### src/rtl/pong_if.sv
// pong_if: Pong engine bus; master drives frame tick, pixel position, start and paddle buttons, slave returns draw flags, scores, state and winner
interface pong_if #(
  parameter int PIX_W = 10,
  parameter int SCORE_W = 4
);
  logic frame_tick;
  logic [PIX_W-1:0] col;
  logic [PIX_W-1:0] row;
  logic game_start;
  logic up_p1;
  logic dn_p1;
  logic up_p2;
  logic dn_p2;
  logic draw;
  logic draw_ball;
  logic [SCORE_W-1:0] score_p1;
  logic [SCORE_W-1:0] score_p2;
  logic [1:0] state;
  logic game_over;
  logic winner;
  modport master (
    output frame_tick, col, row, game_start, up_p1, dn_p1, up_p2, dn_p2,
    input draw, draw_ball, score_p1, score_p2, state, game_over, winner
  );
  modport slave (
    input frame_tick, col, row, game_start, up_p1, dn_p1, up_p2, dn_p2,
    output draw, draw_ball, score_p1, score_p2, state, game_over, winner
  );
endinterface

### src/rtl/pong_engine.sv
// pong_engine: tile-grid Pong (paddles, ball, scores, match end); ports MAX10_CLK1_50, rst (sync, active-high) and pong_if.slave bus carrying tick/pixel/buttons in and registered draw flags, scores, state, winner out
module pong_engine #(
  parameter int PIX_W = 10,
  parameter int TILE_BITS = 4,
  parameter int BOARD_COLS = 40,
  parameter int BOARD_ROWS = 30,
  parameter int PADDLE_H = 6,
  parameter int BALL_FRAMES = 3,
  parameter int PADDLE_FRAMES = 2,
  parameter int SERVE_FRAMES = 60,
  parameter int WIN_SCORE = 9,
  parameter int SCORE_W = 4
) (
  input logic MAX10_CLK1_50,
  input logic rst,
  pong_if.slave bus
);
  localparam int XW = $clog2(BOARD_COLS);
  localparam int YW = $clog2(BOARD_ROWS);
  localparam int BW = $clog2(BALL_FRAMES + 1);
  localparam int PW = $clog2(PADDLE_FRAMES + 1);
  localparam int SW = $clog2(SERVE_FRAMES + 1);
  localparam logic [XW-1:0] CX = XW'(BOARD_COLS / 2);
  localparam logic [YW-1:0] CY = YW'(BOARD_ROWS / 2);
  localparam logic [YW-1:0] CT = YW'((BOARD_ROWS - PADDLE_H) / 2);
  localparam logic [SCORE_W-1:0] WIN = SCORE_W'(WIN_SCORE);
  typedef enum logic [1:0] {IDLE, RUNNING, POINT, OVER} state_t;
  state_t state, state_n;
  logic [XW-1:0] bx, bx_n, bx_step;
  logic [YW-1:0] by, by_n, by_step, t1, t1_n, t1_mv, t2, t2_n, t2_mv;
  logic dx_neg, dx_neg_n, dy_neg, dy_neg_n, winner, winner_n;
  logic [SCORE_W-1:0] s1, s1_n, s1_inc, s2, s2_n, s2_inc;
  logic [BW-1:0] bcnt, bcnt_n;
  logic [PW-1:0] pcnt, pcnt_n;
  logic [SW-1:0] scnt, scnt_n;
  logic b_wrap, p_wrap, s_wrap, bounce, dy_new, at_l, at_r, miss_l, miss_r, dx_new, won;
  logic [PIX_W-1:0] tc, tr;
  logic on_board, ball_px, pad_px, draw, draw_ball;
  function automatic logic covers(logic [YW-1:0] top, logic [YW-1:0] y);
    return y >= top && {1'b0, y} < {1'b0, top} + (YW+1)'(PADDLE_H);
  endfunction
  function automatic logic [YW-1:0] paddle_mv(logic [YW-1:0] top, logic up, logic dn);
    return (up && !dn && top != '0) ? top - 1'b1 :
           (dn && !up && {1'b0, top} + (YW+1)'(PADDLE_H) < (YW+1)'(BOARD_ROWS)) ? top + 1'b1 : top;
  endfunction
  function automatic logic px_covers(logic [PIX_W-1:0] r, logic [YW-1:0] top);
    return r >= PIX_W'(top) && r < PIX_W'(top) + PIX_W'(PADDLE_H);
  endfunction
  always_comb begin
    b_wrap = bus.frame_tick && bcnt == BW'(BALL_FRAMES - 1);
    p_wrap = bus.frame_tick && pcnt == PW'(PADDLE_FRAMES - 1);
    s_wrap = bus.frame_tick && scnt == SW'(SERVE_FRAMES - 1);
    // after a wall bounce the ball moves one tile in the reflected direction
    bounce = dy_neg ? by == '0 : by == YW'(BOARD_ROWS - 1);
    dy_new = dy_neg ^ bounce;
    by_step = dy_new ? by - 1'b1 : by + 1'b1;
    // paddle hit test uses the row before this step's vertical move
    at_l = dx_neg && bx == XW'(1);
    at_r = !dx_neg && bx == XW'(BOARD_COLS - 2);
    miss_l = at_l && !covers(t1, by);
    miss_r = at_r && !covers(t2, by);
    dx_new = dx_neg ^ (at_l || at_r);
    bx_step = dx_new ? bx - 1'b1 : bx + 1'b1;
    t1_mv = p_wrap ? paddle_mv(t1, bus.up_p1, bus.dn_p1) : t1;
    t2_mv = p_wrap ? paddle_mv(t2, bus.up_p2, bus.dn_p2) : t2;
    s1_inc = s1 == WIN ? s1 : s1 + 1'b1;
    s2_inc = s2 == WIN ? s2 : s2 + 1'b1;
    won = (miss_r ? s1_inc : s2_inc) == WIN;
  end
  always_comb begin
    state_n = state;
    bx_n = bx;
    by_n = by;
    dx_neg_n = dx_neg;
    dy_neg_n = dy_neg;
    t1_n = t1;
    t2_n = t2;
    s1_n = s1;
    s2_n = s2;
    winner_n = winner;
    bcnt_n = bcnt;
    pcnt_n = pcnt;
    scnt_n = scnt;
    case (state)
      IDLE: if (bus.game_start) begin
        state_n = RUNNING;
        bcnt_n = '0;
        pcnt_n = '0;
      end
      RUNNING: if (bus.frame_tick) begin
        bcnt_n = b_wrap ? '0 : bcnt + 1'b1;
        pcnt_n = p_wrap ? '0 : pcnt + 1'b1;
        if (b_wrap && (miss_l || miss_r)) begin
          // serve toward the player who conceded; dy is kept as it was
          bx_n = CX;
          by_n = CY;
          dx_neg_n = miss_l;
          s1_n = miss_r ? s1_inc : s1;
          s2_n = miss_l ? s2_inc : s2;
          scnt_n = '0;
          state_n = won ? OVER : POINT;
          winner_n = won ? miss_l : winner;
        end else begin
          t1_n = t1_mv;
          t2_n = t2_mv;
          bx_n = b_wrap ? bx_step : bx;
          by_n = b_wrap ? by_step : by;
          dx_neg_n = b_wrap ? dx_new : dx_neg;
          dy_neg_n = b_wrap ? dy_new : dy_neg;
        end
      end
      POINT: if (bus.frame_tick) begin
        pcnt_n = p_wrap ? '0 : pcnt + 1'b1;
        t1_n = t1_mv;
        t2_n = t2_mv;
        scnt_n = s_wrap ? '0 : scnt + 1'b1;
        state_n = s_wrap ? RUNNING : POINT;
      end
      OVER: if (bus.game_start) begin
        state_n = RUNNING;
        s1_n = '0;
        s2_n = '0;
        winner_n = 1'b0;
        bx_n = CX;
        by_n = CY;
        t1_n = CT;
        t2_n = CT;
        bcnt_n = '0;
        pcnt_n = '0;
        scnt_n = '0;
      end
    endcase
  end
  always_comb begin
    tc = bus.col >> TILE_BITS;
    tr = bus.row >> TILE_BITS;
    on_board = tc < PIX_W'(BOARD_COLS) && tr < PIX_W'(BOARD_ROWS);
    ball_px = on_board && tc == PIX_W'(bx) && tr == PIX_W'(by);
    pad_px = on_board && ((tc == '0 && px_covers(tr, t1)) ||
             (tc == PIX_W'(BOARD_COLS - 1) && px_covers(tr, t2)));
  end
  always_ff @(posedge MAX10_CLK1_50) begin
    if (rst) begin
      state <= IDLE;
      bx <= CX;
      by <= CY;
      dx_neg <= 1'b0;
      dy_neg <= 1'b0;
      t1 <= CT;
      t2 <= CT;
      s1 <= '0;
      s2 <= '0;
      winner <= 1'b0;
      bcnt <= '0;
      pcnt <= '0;
      scnt <= '0;
      draw <= 1'b0;
      draw_ball <= 1'b0;
    end else begin
      state <= state_n;
      bx <= bx_n;
      by <= by_n;
      dx_neg <= dx_neg_n;
      dy_neg <= dy_neg_n;
      t1 <= t1_n;
      t2 <= t2_n;
      s1 <= s1_n;
      s2 <= s2_n;
      winner <= winner_n;
      bcnt <= bcnt_n;
      pcnt <= pcnt_n;
      scnt <= scnt_n;
      draw <= ball_px || pad_px;
      draw_ball <= ball_px;
    end
  end
  assign bus.draw = draw;
  assign bus.draw_ball = draw_ball;
  assign bus.score_p1 = s1;
  assign bus.score_p2 = s2;
  assign bus.state = state;
  assign bus.game_over = state == OVER;
  assign bus.winner = winner;
endmodule

### src/flat_wrapper.sv
// flat-port wrapper written by rule: the top's interface ports become plain ports
module pong_engine_flat 
#(
  parameter int PIX_W = 10,
  parameter int TILE_BITS = 4,
  parameter int BOARD_COLS = 40,
  parameter int BOARD_ROWS = 30,
  parameter int PADDLE_H = 6,
  parameter int BALL_FRAMES = 3,
  parameter int PADDLE_FRAMES = 2,
  parameter int SERVE_FRAMES = 60,
  parameter int WIN_SCORE = 9,
  parameter int SCORE_W = 4
)
  (MAX10_CLK1_50, rst, bus_frame_tick, bus_col, bus_row, bus_game_start, bus_up_p1, bus_dn_p1, bus_up_p2, bus_dn_p2, bus_draw, bus_draw_ball, bus_score_p1, bus_score_p2, bus_state, bus_game_over, bus_winner);
  pong_if #(.PIX_W(PIX_W), .SCORE_W(SCORE_W)) bus_i ();
  input logic MAX10_CLK1_50;
  input logic rst;
  input wire logic [$bits(bus_i.frame_tick)-1:0] bus_frame_tick;
  input wire logic [$bits(bus_i.col)-1:0] bus_col;
  input wire logic [$bits(bus_i.row)-1:0] bus_row;
  input wire logic [$bits(bus_i.game_start)-1:0] bus_game_start;
  input wire logic [$bits(bus_i.up_p1)-1:0] bus_up_p1;
  input wire logic [$bits(bus_i.dn_p1)-1:0] bus_dn_p1;
  input wire logic [$bits(bus_i.up_p2)-1:0] bus_up_p2;
  input wire logic [$bits(bus_i.dn_p2)-1:0] bus_dn_p2;
  output wire logic [$bits(bus_i.draw)-1:0] bus_draw;
  output wire logic [$bits(bus_i.draw_ball)-1:0] bus_draw_ball;
  output wire logic [$bits(bus_i.score_p1)-1:0] bus_score_p1;
  output wire logic [$bits(bus_i.score_p2)-1:0] bus_score_p2;
  output wire logic [$bits(bus_i.state)-1:0] bus_state;
  output wire logic [$bits(bus_i.game_over)-1:0] bus_game_over;
  output wire logic [$bits(bus_i.winner)-1:0] bus_winner;
  assign bus_i.frame_tick = bus_frame_tick;
  assign bus_i.col = bus_col;
  assign bus_i.row = bus_row;
  assign bus_i.game_start = bus_game_start;
  assign bus_i.up_p1 = bus_up_p1;
  assign bus_i.dn_p1 = bus_dn_p1;
  assign bus_i.up_p2 = bus_up_p2;
  assign bus_i.dn_p2 = bus_dn_p2;
  assign bus_draw = bus_i.draw;
  assign bus_draw_ball = bus_i.draw_ball;
  assign bus_score_p1 = bus_i.score_p1;
  assign bus_score_p2 = bus_i.score_p2;
  assign bus_state = bus_i.state;
  assign bus_game_over = bus_i.game_over;
  assign bus_winner = bus_i.winner;
  pong_engine #(.PIX_W(PIX_W), .TILE_BITS(TILE_BITS), .BOARD_COLS(BOARD_COLS), .BOARD_ROWS(BOARD_ROWS), .PADDLE_H(PADDLE_H), .BALL_FRAMES(BALL_FRAMES), .PADDLE_FRAMES(PADDLE_FRAMES), .SERVE_FRAMES(SERVE_FRAMES), .WIN_SCORE(WIN_SCORE), .SCORE_W(SCORE_W)) u_core (.MAX10_CLK1_50(MAX10_CLK1_50), .rst(rst), .bus(bus_i));
endmodule
### config.mk
export PLATFORM = sky130hd
export DESIGN_NAME = pong_engine_flat
export DESIGN_NICKNAME = d
export VERILOG_FILES = /design/src/rtl/pong_if.sv /design/src/rtl/pong_engine.sv /design/src/flat_wrapper.sv
export SDC_FILE = /design/constraint.sdc
export NUM_CORES = 1
export LEC_CHECK = 0
export BUFFER_PORTS_ARGS = -buffer_cell sky130_fd_sc_hd__buf_2
export CAP_MARGIN = 20
export CORE_MARGIN = 2
export CORE_UTILIZATION = 35
export CTS_CLUSTER_SIZE = 30
export DETAILED_ROUTE_END_ITERATION = 16
export GPL_TIMING_DRIVEN = 0
export SYNTH_ARGS = -nofsm -noshare
export SYNTH_HDL_FRONTEND = slang
export SYNTH_SLANG_ARGS = --single-unit
### constraint.sdc
create_clock -name MAX10_CLK1_50 -period 5.8 [get_ports MAX10_CLK1_50]
set_input_delay 0.29 -clock MAX10_CLK1_50 [delete_from_list [all_inputs] [get_ports MAX10_CLK1_50]]
set_output_delay 0.29 -clock MAX10_CLK1_50 [all_outputs]
set_load 0.05 [all_outputs]
Word level (Yosys, flattened, before mapping)

Index checks and enable logic that the tools add are counted.

Register bits: 46
Bits in latches: 0
RAM bits: 0
Memory bits (read-only): 0
Input bits: 28
Output and inout bits: 14
Logic and storage cells: 199
Memories kept: 0

Add/subtract/negate cells: 17
Multiply operators: 0
Divide/modulo/power cells: 0
Magnitude comparators: 12
Eq/ne operators: 26
Shift-type cells: 0
Mux-type cells: 67
Bitwise logic cells: 3
Reduce and logical (&&, ||, !) cells: 59

Operator list:

| operator                                              | number |
|---|---|
| 2-to-1 mux 5 bit                                      | 18 |
| 2-to-1 mux 6 bit                                      | 10 |
| 2-to-1 mux 4 bit                                      | 10 |
| one-hot mux 5 bit (3 select lines)                    | 2 |
| logical AND 1 bit                                     | 26 |
| AND reduction 5 bit                                   | 5 |
| adder 5 x 3 -> 6 bit, second input constant           | 4 |
| < comparator 6 x 10 -> 1 bit                          | 2 |
| 2-to-1 mux 2 bit                                      | 10 |
| equality test 6 bit, second input constant            | 3 |
| < comparator 6 x 5 -> 1 bit, second input constant    | 3 |
| one-hot mux 6 bit (3 select lines)                    | 1 |
| one-hot mux 4 bit (2 select lines)                    | 2 |
| adder 5 x 1 -> 5 bit, second input constant           | 3 |
| subtractor 5 x 1 -> 5 bit, second input constant      | 3 |
| adder 6 x 1 -> 6 bit, second input constant           | 2 |
| equality test 4 bit, second input constant            | 3 |
| >= comparator 6 x 5 -> 1 bit                          | 2 |
| < comparator 5 x 6 -> 1 bit                           | 2 |
| inequality test 2 x 1 -> 1 bit, second input constant | 6 |
| one-hot mux 6 bit (2 select lines)                    | 1 |
| AND reduction 4 bit                                   | 3 |
| >= comparator 5 bit                                   | 2 |
| zero test 10 bit                                      | 1 |
| 29 further kinds                                      | 60 |

Longest topological paths before layout

Gate-level depths: netlist of the first run.

Depth after elaboration: 11
Gate-level depth with buffers: 12
Depth with buffers taken out: 11

Worst setup path before layout of the first run

OpenSTA, ideal clock, no wires.

Path kind: register -> register
Start point: register u_core.t1[1]
End point: register u_core.t1[0]
Setup time: 0.123 ns
Data arrival time: 2.706 ns
Data required time: 5.677 ns
Slack: 2.971 ns
Cell stages (with the launch flop): 12
Path through: dfxtp_1 inv_1 ha_1 xor2_1 ha_1 a21oi_1 nand2_1 maj3_2 a21o_2 o21ai_2 nand3_2 mux2_1

Cells in the longest elaborated chain, start to end: 9
Elaborated cells between the ends (all ways): 21

Ends and longest elaborated chain:

| item                                                                              | RTL line                             | text |
|---|---|---|
| start: declaration                                                                | pong_engine.sv:30                    | `logic [YW-1:0] by, by_n, by_step, t1, t1_n, t1_mv, t2, t2_n, t2_mv;` |
| start signal: assignment                                                          | pong_engine.sv:165                   | `t1 <= t1_n;` |
| adder 5 x 3 -> 6 bit                                                              | pong_engine.sv:40, pong_engine.sv:44 |  |
| < comparator 6 x 5 -> 1 bit / < comparator 5 x 6 -> 1 bit (equally long branches) | pong_engine.sv:44, pong_engine.sv:40 |  |
| logical AND 1 bit, on equally long branches                                       | pong_engine.sv:44, pong_engine.sv:40 |  |
| 2-to-1 mux 5 bit / zero test 1 bit (equally long branches)                        | pong_engine.sv:44, pong_engine.sv:60 |  |
| 2-to-1 mux 5 bit / logical AND 1 bit (equally long branches)                      | pong_engine.sv:43, pong_engine.sv:60 |  |
| 2-to-1 mux 5 bit / logical OR 1 bit (equally long branches)                       | pong_engine.sv:64, pong_engine.sv:93 |  |
| 2-to-1 mux 5 bit / logical AND 1 bit (equally long branches)                      | pong_engine.sv:93                    | `if (b_wrap && (miss_l \|\| miss_r)) begin` |
| 2-to-1 mux 5 bit / inequality test 2 bit (equally long branches)                  | -                                    |  |
| one-hot mux 5 bit (3 select lines) / AND reduction 5 bit (equally long branches)  | -                                    |  |

Parallel ways exist; a longest one is shown, timed or not. The select of a mux whose other input is x is not followed.
A chain may end at the register's enable or synchronous reset.

Worst setup path in the final report of the first run

Start point: register u_core.t1[1]
End point: register u_core.t2[2]

Cells in the longest elaborated chain, start to end: 9
Elaborated cells between the ends (all ways): 10

Ends and longest elaborated chain:

| item                              | RTL line           | text |
|---|---|---|
| adder 5 x 3 -> 6 bit              | pong_engine.sv:40  | `return y >= top && {1'b0, y} < {1'b0, top} + (YW+1)'(PADDLE_H);` |
| < comparator 5 x 6 -> 1 bit       | pong_engine.sv:40  |  |
| logical AND 1 bit *               | pong_engine.sv:40  |  |
| zero test 1 bit *                 | pong_engine.sv:60  | `miss_l = at_l && !covers(t1, by);` |
| logical AND 1 bit *               | pong_engine.sv:60  |  |
| logical OR 1 bit *                | pong_engine.sv:93  |  |
| logical AND 1 bit *               | pong_engine.sv:93  |  |
| inequality test 2 bit (no line) * | -                  |  |
| AND reduction 5 bit (no line) *   | -                  |  |
| end signal: assignment            | pong_engine.sv:166 | `t2 <= t2_n;` |
| end: declaration                  | pong_engine.sv:30  |  |

Every way passes the cells marked *; elsewhere a longest branch is shown, timed or not.

==> run_results.csv, run 1 <==
group,metric,value,unit
logic_synthesis,syn_nets,625,
flow_run,cap_violations,0,
route,drtIter0Drc,234,
floorplan,io_pins,42,
sta,rsz0062_at_grt,"no",
clocking,cts.sink_count,46,
floorplan,core_area,12110,sq um
global_route,grt_pass1_vias,3849,
sta,fin_skew,0.01143,ns
logic_synthesis,synth_area_per_cell,8.137,sq um
power_and_ir_drop,finalPower,1.057,mW
logic_synthesis,ys_warn_count,0,
critical_path,setup.worst_path.end_class,"flip-flop",
placement,gp_congestion,0.8713,
sta,slew_violations,0,
global_route,grt_pass1_wl,19300,microns
logic_synthesis,synth_ff_type,"dfxtp_1",
layout,drive_gt1_share,13.19,%
critical_path,cp_max_fo,9,
clocking,root_buffer,"clkbuf_16",
sta,slew_headroom,54.57,%
power_and_ir_drop,p_leak,1.917,nW
power_and_ir_drop,power_density,216.5,nW/um^2
placement,dp_cells,736,
route,vias,4122,
sta,setup_viol,0,
route,drc,0,
floorplan,die_h,115.6,microns
critical_path,critical_path_class,"flip-flop to flip-flop",
clocking,cts-buffers-inserted,5,
floorplan,die_w,115.6,microns
layout,layout.cells.non_filler,744,
global_route,overflow,0,
logic_synthesis,synth_cell_types,83,
sta,finalCritPeriodShare,58.07,%
critical_path,start_kind,"flip-flop",
sta,worstMarginPinSlew,0.6815,ns
hold_path,hp-class,"primary input to flip-flop",
logic_synthesis,synth-edff-count,0,
sta,fmax,296.9,MHz
clocking,post-cts-setup-buffers,0,
critical_path,crit_required,6.02,ns
critical_path,crit_path_max_incr_delay,0.56,ns
clocking,path_clk_slew,0.07,ns
route,wl_per_cell,15.79,microns
sta,fin_setup_tns,0,ns
clocking,cts_max_level,2,
clocking,ctsResizeCount,0,
route,drt_first_pass_iters,5,
logic_synthesis,async_flop_share,0,%
layout,area_delta_synth_final,11.96,%
logic_synthesis,ys_seq_area_share,21.11,%
layout,nets,664,
clocking,hold_buffers,0,
outcome,outcome,"complete, no violations",
global_route,antenna_found_initial,0,
power_and_ir_drop,peakVddDrop,0.2428,mV
critical_path,worstPathCellList,"inv_1 > ha_1 > xor2_1 > ha_1 > a21oi_1 > nand2_1 > maj3_2 > a21oi_2 > a21oi_1 > nor3_4 > mux2i_1",
clocking,insertion_delay,0.30,ns
placement,dp_hpwl,9027,microns
logic_synthesis,synth_seq_cells,46,
logic_synthesis,synthCells,536,
floorplan,initial_core_util,36.01,%
clocking,cts_buffer_depth,2,
clocking,cts_tree,"done",
placement,port_buffers,32,
sta,fin_ws,2.432,ns
logic_synthesis,syn-cell-area,4362,sq um
route,viasPerCell,5.540,
floorplan,num_rows,40,
critical_path,slowest_stage,"dfxtp_1",
floorplan,dieArea,13370,sq um
global_route,grtUsageTotal,18.13,%
placement,place_ws,2.496,ns
route,ant_nets,0,
layout,final_core_util,40.32,%
sta,report.final.hold_viol_count,0,
route,wl,11750,microns
sta,period_needed,3.368,ns
global_route,grt_max_degree,15,
layout,num_antenna_cells,0,
critical_path,worst-endpoint-arrival,3.59,ns
## worst max-delay path: cells and delay by family (launching register included)
| family | cells | cell delay, ns |
|---|---|---|
| adder cells (fa/ha/maj) | 3 | 0.89 |
| AND/OR/NAND/NOR | 2 | 0.45 |
| buffers and inverters | 1 | 0.16 |
| XOR/XNOR | 1 | 0.27 |
| AO/OA/AOI/OAI | 3 | 0.75 |
| flip-flops | 1 | 0.56 |
| multiplexers | 1 | 0.22 |
## per-layer routing
layer	global-route usage, %	part of all wire, %	wire length [microns]	up-vias
li1	-	-	-	2051
met1	24.98	49	5802	1975
met2	30.21	46	5382	86
met3	2.354	3.6	424	10
met4	4.365	1.2	137	0
met5	0	0	0	-
## final cells by class
class / count / area (sq um)
Sequential cell: 46 / 920.9
Buffer: 16 / 71.32
Tap cell: 168 / 210.2
Timing Repair Buffer: 32 / 160.2
Clock buffer: 6 / 138.9
Multi-Input combinational cell: 442 / 3249
Clock inverter: 2 / 12.51
Inverter: 32 / 120.1
Fill cell: 1279 / 7228
## registers in the layout (all words and copies together), names as in the netlist
signal and flops:
u_core.scnt 6, u_core.bus.winner 1, u_core.bx 6, u_core.t1 5, u_core.dx_neg 1, u_core.by 5
u_core.bus.score_p1 4, u_core.bus.state 2, u_core.pcnt 2, u_core.dy_neg 1, u_core.bus.score_p2 4, u_core.bcnt 2
u_core.t2 5, u_core.bus.draw_ball 1, u_core.bus.draw 1
## where the power goes
group	switching [mW]	leakage [nW]	internal (mW)	total, mW
registers	0.0248	0.372	0.335	0.360
logic	0.249	1.47	0.142	0.391
clock network	0.136	0.0729	0.171	0.307
total	0.409	1.92	0.648	1.06
## synth_stat cells, types with 9 or more instances
library cell / number / area (sq um)
a21oi_1: 40 / 200.2
dfxtp_1: 46 / 920.9
inv_1: 30 / 112.6
ha_1: 58 / 725.7
xor2_1: 13 / 113.9
clkbuf_1: 9 / 33.78
a21o_1: 13 / 97.59
nand3_1: 17 / 85.08
nor3_1: 18 / 90.09
nor2_1: 43 / 161.4
nand4_1: 11 / 68.82
nand2_1: 32 / 120.1
xnor2_1: 15 / 131.4
o21ai_0: 30 / 150.1
nand2b_1: 17 / 106.4
## final timing paths
path | start | slack, ns | to | cells after the start
setup / recovery | u_core.t1[1] | 2.43 | u_core.t2[2] | 11
hold / removal | bus_col[8] | 0.35 | u_core.bus.draw_ball | 4
setup reg to reg | u_core.t1[1] | 2.43 | u_core.t2[2] | 11
hold reg to reg | u_core.pcnt[1] | 0.48 | u_core.pcnt[1] | 1
## cells in the final DEF, fill, tap and decap left out, types with 7 or more instances in the layout
master / Yosys / layout
buf_2: 3 / 35
dfxtp_1: 46 / 46
nand4_1: 11 / 11
a21o_1: 13 / 13
nand3_1: 17 / 17
a21oi_1: 40 / 40
nor2b_1: 8 / 8
nand2b_1: 17 / 17
ha_1: 58 / 58
xnor2_1: 15 / 15
inv_1: 30 / 30
nor3_1: 18 / 18
nand2_1: 32 / 32
clkbuf_1: 9 / 9
nor4_1: 7 / 7
xor2_1: 13 / 13
o21ai_0: 30 / 30
or4_1: 7 / 7
mux2i_1: 8 / 8
nor2_1: 43 / 43
## metrics by stage
step                instance area, sq um  hold slack, ns
floorplan                           4362          0.4377
CTS                                 4883          0.3489
finish                              4883          0.3549
global route                        4883          0.3837
global placement                    4732          0.4566
detailed placement                  4732          0.4696
## cells by family after synthesis
family                     after synthesis  share of synthesized area [%]
DFF                                     46                          21.11
adders and majority gates               62                          18.27
buffers and inverters                   48                          4.389
muxes                                   10                          2.352
AOI/OAI and AO/OA                      147                          23.09
xor gates and xnor gates                29                          5.996
and+or+nand+nor                        194                          24.79
No activity file was read; power rests on OpenSTA's default activity.
==> inputs of run 2 (changes only) <==
--- a/config.mk
+++ b/config.mk
@@ -5,6 +5,7 @@
 export SDC_FILE = /design/constraint.sdc
 export NUM_CORES = 1
 export LEC_CHECK = 0
+export ABC_AREA = 1
 export BUFFER_PORTS_ARGS = -buffer_cell sky130_fd_sc_hd__buf_2
 export CAP_MARGIN = 20
 export CORE_MARGIN = 2
==> constraint.sdc (replaced) <==
create_clock -name MAX10_CLK1_50 -period 3.5 [get_ports MAX10_CLK1_50]
set_input_delay 0.175 -clock MAX10_CLK1_50 [delete_from_list [all_inputs] [get_ports MAX10_CLK1_50]]
set_output_delay 0.175 -clock MAX10_CLK1_50 [all_outputs]
set_load 0.05 [all_outputs]
==> run 2 against run 1 <==
Critical path depth up 4; non-clock buffer count down 5; count of clock-buffer cells in the layout up 1; clock skew down 0.0082 ns; worst hold slack worse by 0.26 ns; cell count up 8.5%; power up 100%; wire length down 8.7%; largest cell class unchanged; critical path type unchanged; global-route usage down 0.79 points; cell area down 1.1%; register-to-register slack worse by 1.5 ns; via count down 1.9%.
==> run_results.csv, run 2 <==
group,metric,value,unit
layout,layout.cells.non_filler,807,
sta,fin_setup_tns,0,ns
logic_synthesis,synth_area_per_cell,6.985,sq um
critical_path,r2r_start,"u_core.t2[1]",
logic_synthesis,synthCells,618,
global_route,grtUsageTotal,17.34,%
sta,whs,0.09979,ns
critical_path,cp_max_fo,8,
sta,period_needed,2.573,ns
logic_synthesis,syn_nets,707,
floorplan,core_area,12010,sq um
logic_synthesis,synth_seq_cells,46,
floorplan,die_h,115.1,microns
route,drt_first_pass_iters,4,
placement,gp_congestion,0.8727,
global_route,grt_max_degree,15,
route,drc,0,
clocking,path_clk_slew,0.07,ns
clocking,ctsResizeCount,0,
critical_path,setup.worst_path.end_class,"flip-flop",
power_and_ir_drop,p_leak,2.360,nW
clocking,cts_max_level,2,
sta,finalCritPeriodShare,73.51,%
sta,rsz0062_at_grt,"no",
sta,slew_violations,0,
hold_path,min-delay-start,"rst",
clocking,cts-buffers-inserted,5,
critical_path,start_kind,"flip-flop",
route,ant_nets,0,
sta,slew_headroom,51.91,%
sta,fin_ws,0.9273,ns
sta,report.final.hold_viol_count,0,
hold_path,hp-class,"primary input to flip-flop",
global_route,antenna_found_initial,0,
sta,fin_skew,0.003244,ns
logic_synthesis,synth_ff_type,"dfxtp_1",
route,viasPerCell,5.010,
power_and_ir_drop,peakVddDrop,0.3867,mV
layout,drive_gt1_share,13.64,%
logic_synthesis,synth-edff-count,0,
critical_path,rr_endpoint,"u_core.t2[1]",
clocking,root_buffer,"clkbuf_16",
floorplan,num_rows,40,
placement,dp_hpwl,8485,microns
placement,port_buffers,33,
hold_path,min_to,"u_core.bus.draw_ball",
layout,final_cell_mix,"115 x nand2_1, 80 x inv_1, 59 x nor2_1",
clocking,hold_buffers,0,
logic_synthesis,synth.most_common_cell,"nand2_1",
logic_synthesis,async_flop_share,0,%
clocking,insertion_delay,0.30,ns
logic_synthesis,yosys-top-cells-area,"dfxtp_1 21%, ha_1 17%, nand2_1 10%",
route,drtIter0Drc,225,
critical_path,worstRegToRegCells,15,
layout,nets,748,
critical_path,r2r_slack,0.93,ns
global_route,grt_pass1_wl,18360,microns
logic_synthesis,synth_cell_types,49,
floorplan,die_w,115.1,microns
global_route,grt_pass1_vias,3902,
floorplan,io_pins,42,
logic_synthesis,synth_top_area_share,21.33,%
logic_synthesis,synth_common_cells,"115 x nand2_1, 80 x inv_1, 59 x nor2_1",
sta,fmax,388.7,MHz
flow_run,cap_violations,0,
power_and_ir_drop,power_density,442.0,nW/um^2
placement,dp_cells,798,
clocking,cts_buffer_depth,2,
floorplan,dieArea,13240,sq um
sta,setup_viol,0,
clocking,cts.sink_count,46,
clocking,cts_tree,"done",
critical_path,worst-endpoint-arrival,2.76,ns
logic_synthesis,syn-cell-area,4317,sq um
route,wl_per_cell,13.29,microns
route,wl,10730,microns
layout,num_antenna_cells,0,
layout,area_delta_synth_final,11.94,%
logic_synthesis,ys_seq_area_share,21.33,%
clocking,post-cts-setup-buffers,0,
hold_path,holdPathStages,2,
outcome,outcome,"complete, no violations",
placement,place_ws,0.9522,ns
power_and_ir_drop,finalPower,2.136,mW
critical_path,crit_required,3.69,ns
logic_synthesis,ys_warn_count,0,
sta,worstMarginPinSlew,0.7213,ns
layout,layout_commonest_cell,"nand2_1",
floorplan,initial_core_util,35.94,%
layout,top_regs,"u_core.bx: 6 flops, u_core.scnt: 6 flops",
critical_path,critical_path_class,"flip-flop to flip-flop",
logic_synthesis,netlist.top_cell.by_area,"dfxtp_1",
global_route,overflow,0,
route,vias,4043,
## run 2: changes by cell type after synthesis, moves of 12 or more
cell      change
a21o_1       -13
inv_1        +50
inv_2        +12
nand2_1      +83
nand2b_1     -17
nand3_1      +22
nor2_1       +16
## run 2: worst max-delay path by stage
stage / slack, ns / startpoint / endpoint / cells past startpoint
floorplan: 0.96 / u_core.bus.state[1] / u_core.by[3] / 10
global placement: 1.00 / u_core.t2[1] / u_core.t2[1] / 15
detailed placement: 0.95 / u_core.t2[1] / u_core.t2[1] / 15
CTS: 0.94 / u_core.t2[1] / u_core.t2[1] / 15
global route: 0.64 / u_core.t2[1] / u_core.t2[3] / 15
finish: 0.93 / u_core.t2[1] / u_core.t2[1] / 15
## run 2: power by group
part / switching, mW / internal [mW] / total, mW
Combinational: 0.600 / 0.357 / 0.958
Sequential: 0.0731 / 0.571 / 0.644
Clock: 0.228 / 0.306 / 0.534
Total: 0.901 / 1.23 / 2.14
## run 2: area by class of cell
cell class / instances / area, sq um
multi-input combinational: 469 / 2985
buffer: 9 / 57.56
clock inverter: 1 / 8.758
tap: 147 / 183.9
sequential: 46 / 920.9
clock buffer: 7 / 152.6
fill: 1250 / 7179
timing repair buffer: 34 / 170.2
inverter: 94 / 352.8
## run 2: logic make-up (layout without fill, tap and decap cells)
logic type | after synthesis | count (layout) | share of synthesized area [%]
and+or+nand+nor | 271 | 271 | 30.46
buffers and inverters | 103 | 145 | 9.507
xor gates and xnor gates | 25 | 25 | 5.072
adders and majority gates | 61 | 61 | 18.20
AOI/OAI and AO/OA | 112 | 112 | 15.42
DFF | 46 | 46 | 21.33
## run 2: critical path: stages (launching register included)
cell	delay, ns
dfxtp_1	0.47
inv_2	0.14
ha_1	0.25
xnor2_1	0.21
inv_1	0.10
ha_1	0.30
nand2_1	0.06
nand3_1	0.07
nand2_1	0.06
nand2_1	0.11
nand2_2	0.13
nand2_4	0.09
nand2_2	0.13
nand3_4	0.13
o21ai_0	0.17
a21oi_1	0.05
## run 2: metal layers
metal | part of all wire [%] | vias to the layer above | track usage [%] | routed length (microns)
met5 | 0 | - | 0 | 0
met4 | 1.6 | 0 | 4.337 | 176
met3 | 3.7 | 12 | 2.741 | 396
met2 | 45 | 60 | 28.71 | 4838
met1 | 50 | 1840 | 23.62 | 5316
li1 | - | 2131 | - | -
## run 2: per-stage QoR
step | cell area (sq um) | util [%]
detailed placement | 4666 | 38.84
CTS | 4827 | 40.19
global placement | 4666 | 38.84
floorplan | 4317 | -
global route | 4832 | 40.23
finish | 4832 | 40.23
==> inputs of run 3 (changes only) <==
==> constraint.sdc (replaced) <==
create_clock -name MAX10_CLK1_50 -period 2.6 [get_ports MAX10_CLK1_50]
set_input_delay 0.13 -clock MAX10_CLK1_50 [delete_from_list [all_inputs] [get_ports MAX10_CLK1_50]]
set_output_delay 0.13 -clock MAX10_CLK1_50 [all_outputs]
set_load 0.05 [all_outputs]
==> run 3 against run 2 <==
Critical path depth down 1; worst hold slack worse by 0.044 ns; fmax is 7.2% higher; sequential power grew 35%; wire length rose by 0.83%; power increased by 35%; register-to-register slack got worse by 0.73 ns; first-iteration DRC count decreased by 13%; utilization increased by 0.54 points; critical endpoint is now u_core.bus.score_p1[3]; largest power group unchanged; highest routed layer unchanged.
==> run_results.csv, run 3 (same netlist as run 2, synthesis figures left out) <==
group,metric,value,unit
outcome,outcome,"complete, no violations",
power_and_ir_drop,power_density,590.3,nW/um^2
critical_path,crit_path_max_incr_delay,0.39,ns
floorplan,core_area,12010,sq um
critical_path,r2r_slack,0.20,ns
layout,fin_area,4897,sq um
clocking,path_clk_slew,0.07,ns
power_and_ir_drop,peakVddDrop,0.5206,mV
layout,num_antenna_cells,0,
layout,top_regs,"u_core.bx: 6 flops, u_core.scnt: 6 flops",
power_and_ir_drop,p_leak,2.398,nW
layout,drive_gt1_share,15.99,%
route,wl,10820,microns
floorplan,dieArea,13240,sq um
hold_path,min_to,"u_core.bus.draw_ball",
sta,slew_violations,0,
floorplan,initial_core_util,35.94,%
clocking,cts-buffers-inserted,5,
sta,period_needed,2.399,ns
hold_path,hp-class,"primary input to flip-flop",
placement,place_area,4666,sq um
critical_path,rr_endpoint,"u_core.bus.score_p1[3]",
route,drtIter0Drc,195,
sta,finalCritPeriodShare,92.29,%
critical_path,slowest_stage,"dfxtp_4",
hold_path,min-delay-start,"rst",
layout,final_cell_mix,"115 x nand2_1, 77 x inv_1, 58 x nor2_1, 58 x ha_1, 45 x a21oi_1",
global_route,grt_pass1_vias,3902,
placement,place_ws,0.05215,ns
hold_path,holdPathStages,2,
clocking,cts_max_level,2,
critical_path,critical_path_class,"flip-flop to flip-flop",
layout,layout_commonest_cell,"nand2_1",
critical_path,setup.worst_path.end_class,"flip-flop",
global_route,grtUsageTotal,17.34,%
floorplan,die_w,115.1,microns
route,drt_first_pass_iters,4,
clocking,root_buffer,"clkbuf_16",
clocking,hold_buffers,0,
critical_path,start_kind,"flip-flop",
critical_path,worst-endpoint-arrival,2.59,ns
floorplan,io_pins,42,
global_route,antenna_found_initial,0,
sta,worstMarginPinSlew,0.7112,ns
clocking,cts.sink_count,46,
critical_path,cp_max_fo,6,
floorplan,num_rows,40,
route,viasPerCell,4.973,
clocking,cts_buffer_depth,2,
route,vias,4028,
sta,slew_headroom,52.59,%
floorplan,die_h,115.1,microns
placement,gp_congestion,0.8727,
layout,nets,751,
sta,fin_ws,0.2005,ns
route,ant_nets,0,
sta,setup_viol,0,
critical_path,timing.critical_path.mode_cell,"nand2_1",
global_route,grt_pass1_wl,18360,microns
placement,dp_hpwl,8485,microns
placement,port_buffers,33,
flow_run,cap_violations,0,
route,drc,0,
sta,fin_skew,0.003088,ns
route,wl_per_cell,13.35,microns
global_route,overflow,0,
clocking,insertion_delay,0.30,ns
critical_path,r2r_start,"u_core.t2[1]",
clocking,cts_tree,"done",
critical_path,crit_required,2.79,ns
sta,report.final.hold_viol_count,0,
sta,fmax,416.8,MHz
critical_path,worstPathCellList,"inv_2 > ha_1 > xnor2_2 > inv_1 > ha_1 > nand2_1 > nand3_1 > nand2_1 > nand2_1 > nand2_2 > nand2_1 > nand2_1 > inv_1 > o211a_1",
critical_path,worstRegToRegCells,14,
layout,area_delta_synth_final,13.45,%
global_route,grt_max_degree,15,
run 3: cell types whose count changed in the layout (fill, tap and decap cells not counted), moves of 2 or more:
cell     previous run  this run
a21oi_1            48        45
a21oi_2             0         3
inv_1              80        77
dfxtp_2             0         2
inv_2              13        16
nand3_1            39        37
buf_4               4         7
nand3_2             3         5
dfxtp_1            46        43
run 3: how the worst max path moves through the flow:
| stage | startpoint | endpoint | slack (ns) | cells past startpoint |
|---|---|---|---|---|
| floorplan | u_core.bus.state[1] | u_core.by[3] | 0.06 | 10 |
| finish | u_core.t2[1] | u_core.bus.score_p1[3] | 0.20 | 14 |
| CTS | u_core.t2[1] | u_core.t2[1] | 0.04 | 15 |
| global route | u_core.t2[3] | u_core.t2[4] | -0.01 | 14 |
| detailed placement | u_core.t2[1] | u_core.t2[1] | 0.05 | 15 |
| global placement | u_core.t2[1] | u_core.t2[1] | 0.10 | 15 |
run 3: metal layers:
| layer | vias up | global-route usage, % | share of wire [%] |
|---|---|---|---|
| li1 | 2134 | - | - |
| met1 | 1830 | 23.62 | 50 |
| met2 | 56 | 28.71 | 45 |
| met3 | 8 | 2.741 | 3.3 |
| met4 | 0 | 4.337 | 1.1 |
| met5 | - | 0 | 0 |
run 3: what timing repair did:
action	CTS	global route
endpoints found under the hold margin	0	0
gates resized for setup	0	15
setup endpoints to repair	0	38
setup buffers	0	3
run 3: area by class of cell:
type	count	area, sq um
Fill cell	1242	7114
Multi-Input combinational cell	469	3022
Clock buffer	7	152.6
Clock inverter	1	8.758
Buffer	9	57.56
Tap cell	147	183.9
Sequential cell	46	927.1
Timing Repair Buffer	37	192.7
Inverter	94	352.8
run 3: metrics by stage:
stage / total power, mW / cells / utilization, % / setup TNS [ns] / hold slack, ns
2_1_floorplan: 1.862 / 618 / - / 0 / 0.2132
3_3_place_gp: 2.139 / 798 / 38.84 / 0 / 0.3704
3_5_place_dp: 2.168 / 798 / 38.84 / 0 / 0.3713
4_1_cts: 2.893 / 806 / 40.19 / 0 / 0.05469
5_1_grt: 3.129 / 810 / 40.77 / -0.02123 / 0.07599
6_report: 2.891 / 810 / 40.77 / 0 / 0.05535
run 3: report_power, final:
part | total [mW] | leakage (nW) | internal [mW] | switching (mW)
logic | 1.30 | 1.95 | 0.489 | 0.814
clock network | 0.720 | 0.0801 | 0.412 | 0.308
registers | 0.868 | 0.373 | 0.770 | 0.0977
total | 2.89 | 2.40 | 1.67 | 1.22
run 3: critical path, delay by kind of cell, from the launching register on:
family / cells / cell delay [ns]
simple gates: 7 / 0.66
fa+ha+maj: 2 / 0.54
flops: 1 / 0.39
buf+inv: 3 / 0.28
compound gates: 1 / 0.22
xor+xnor: 1 / 0.18
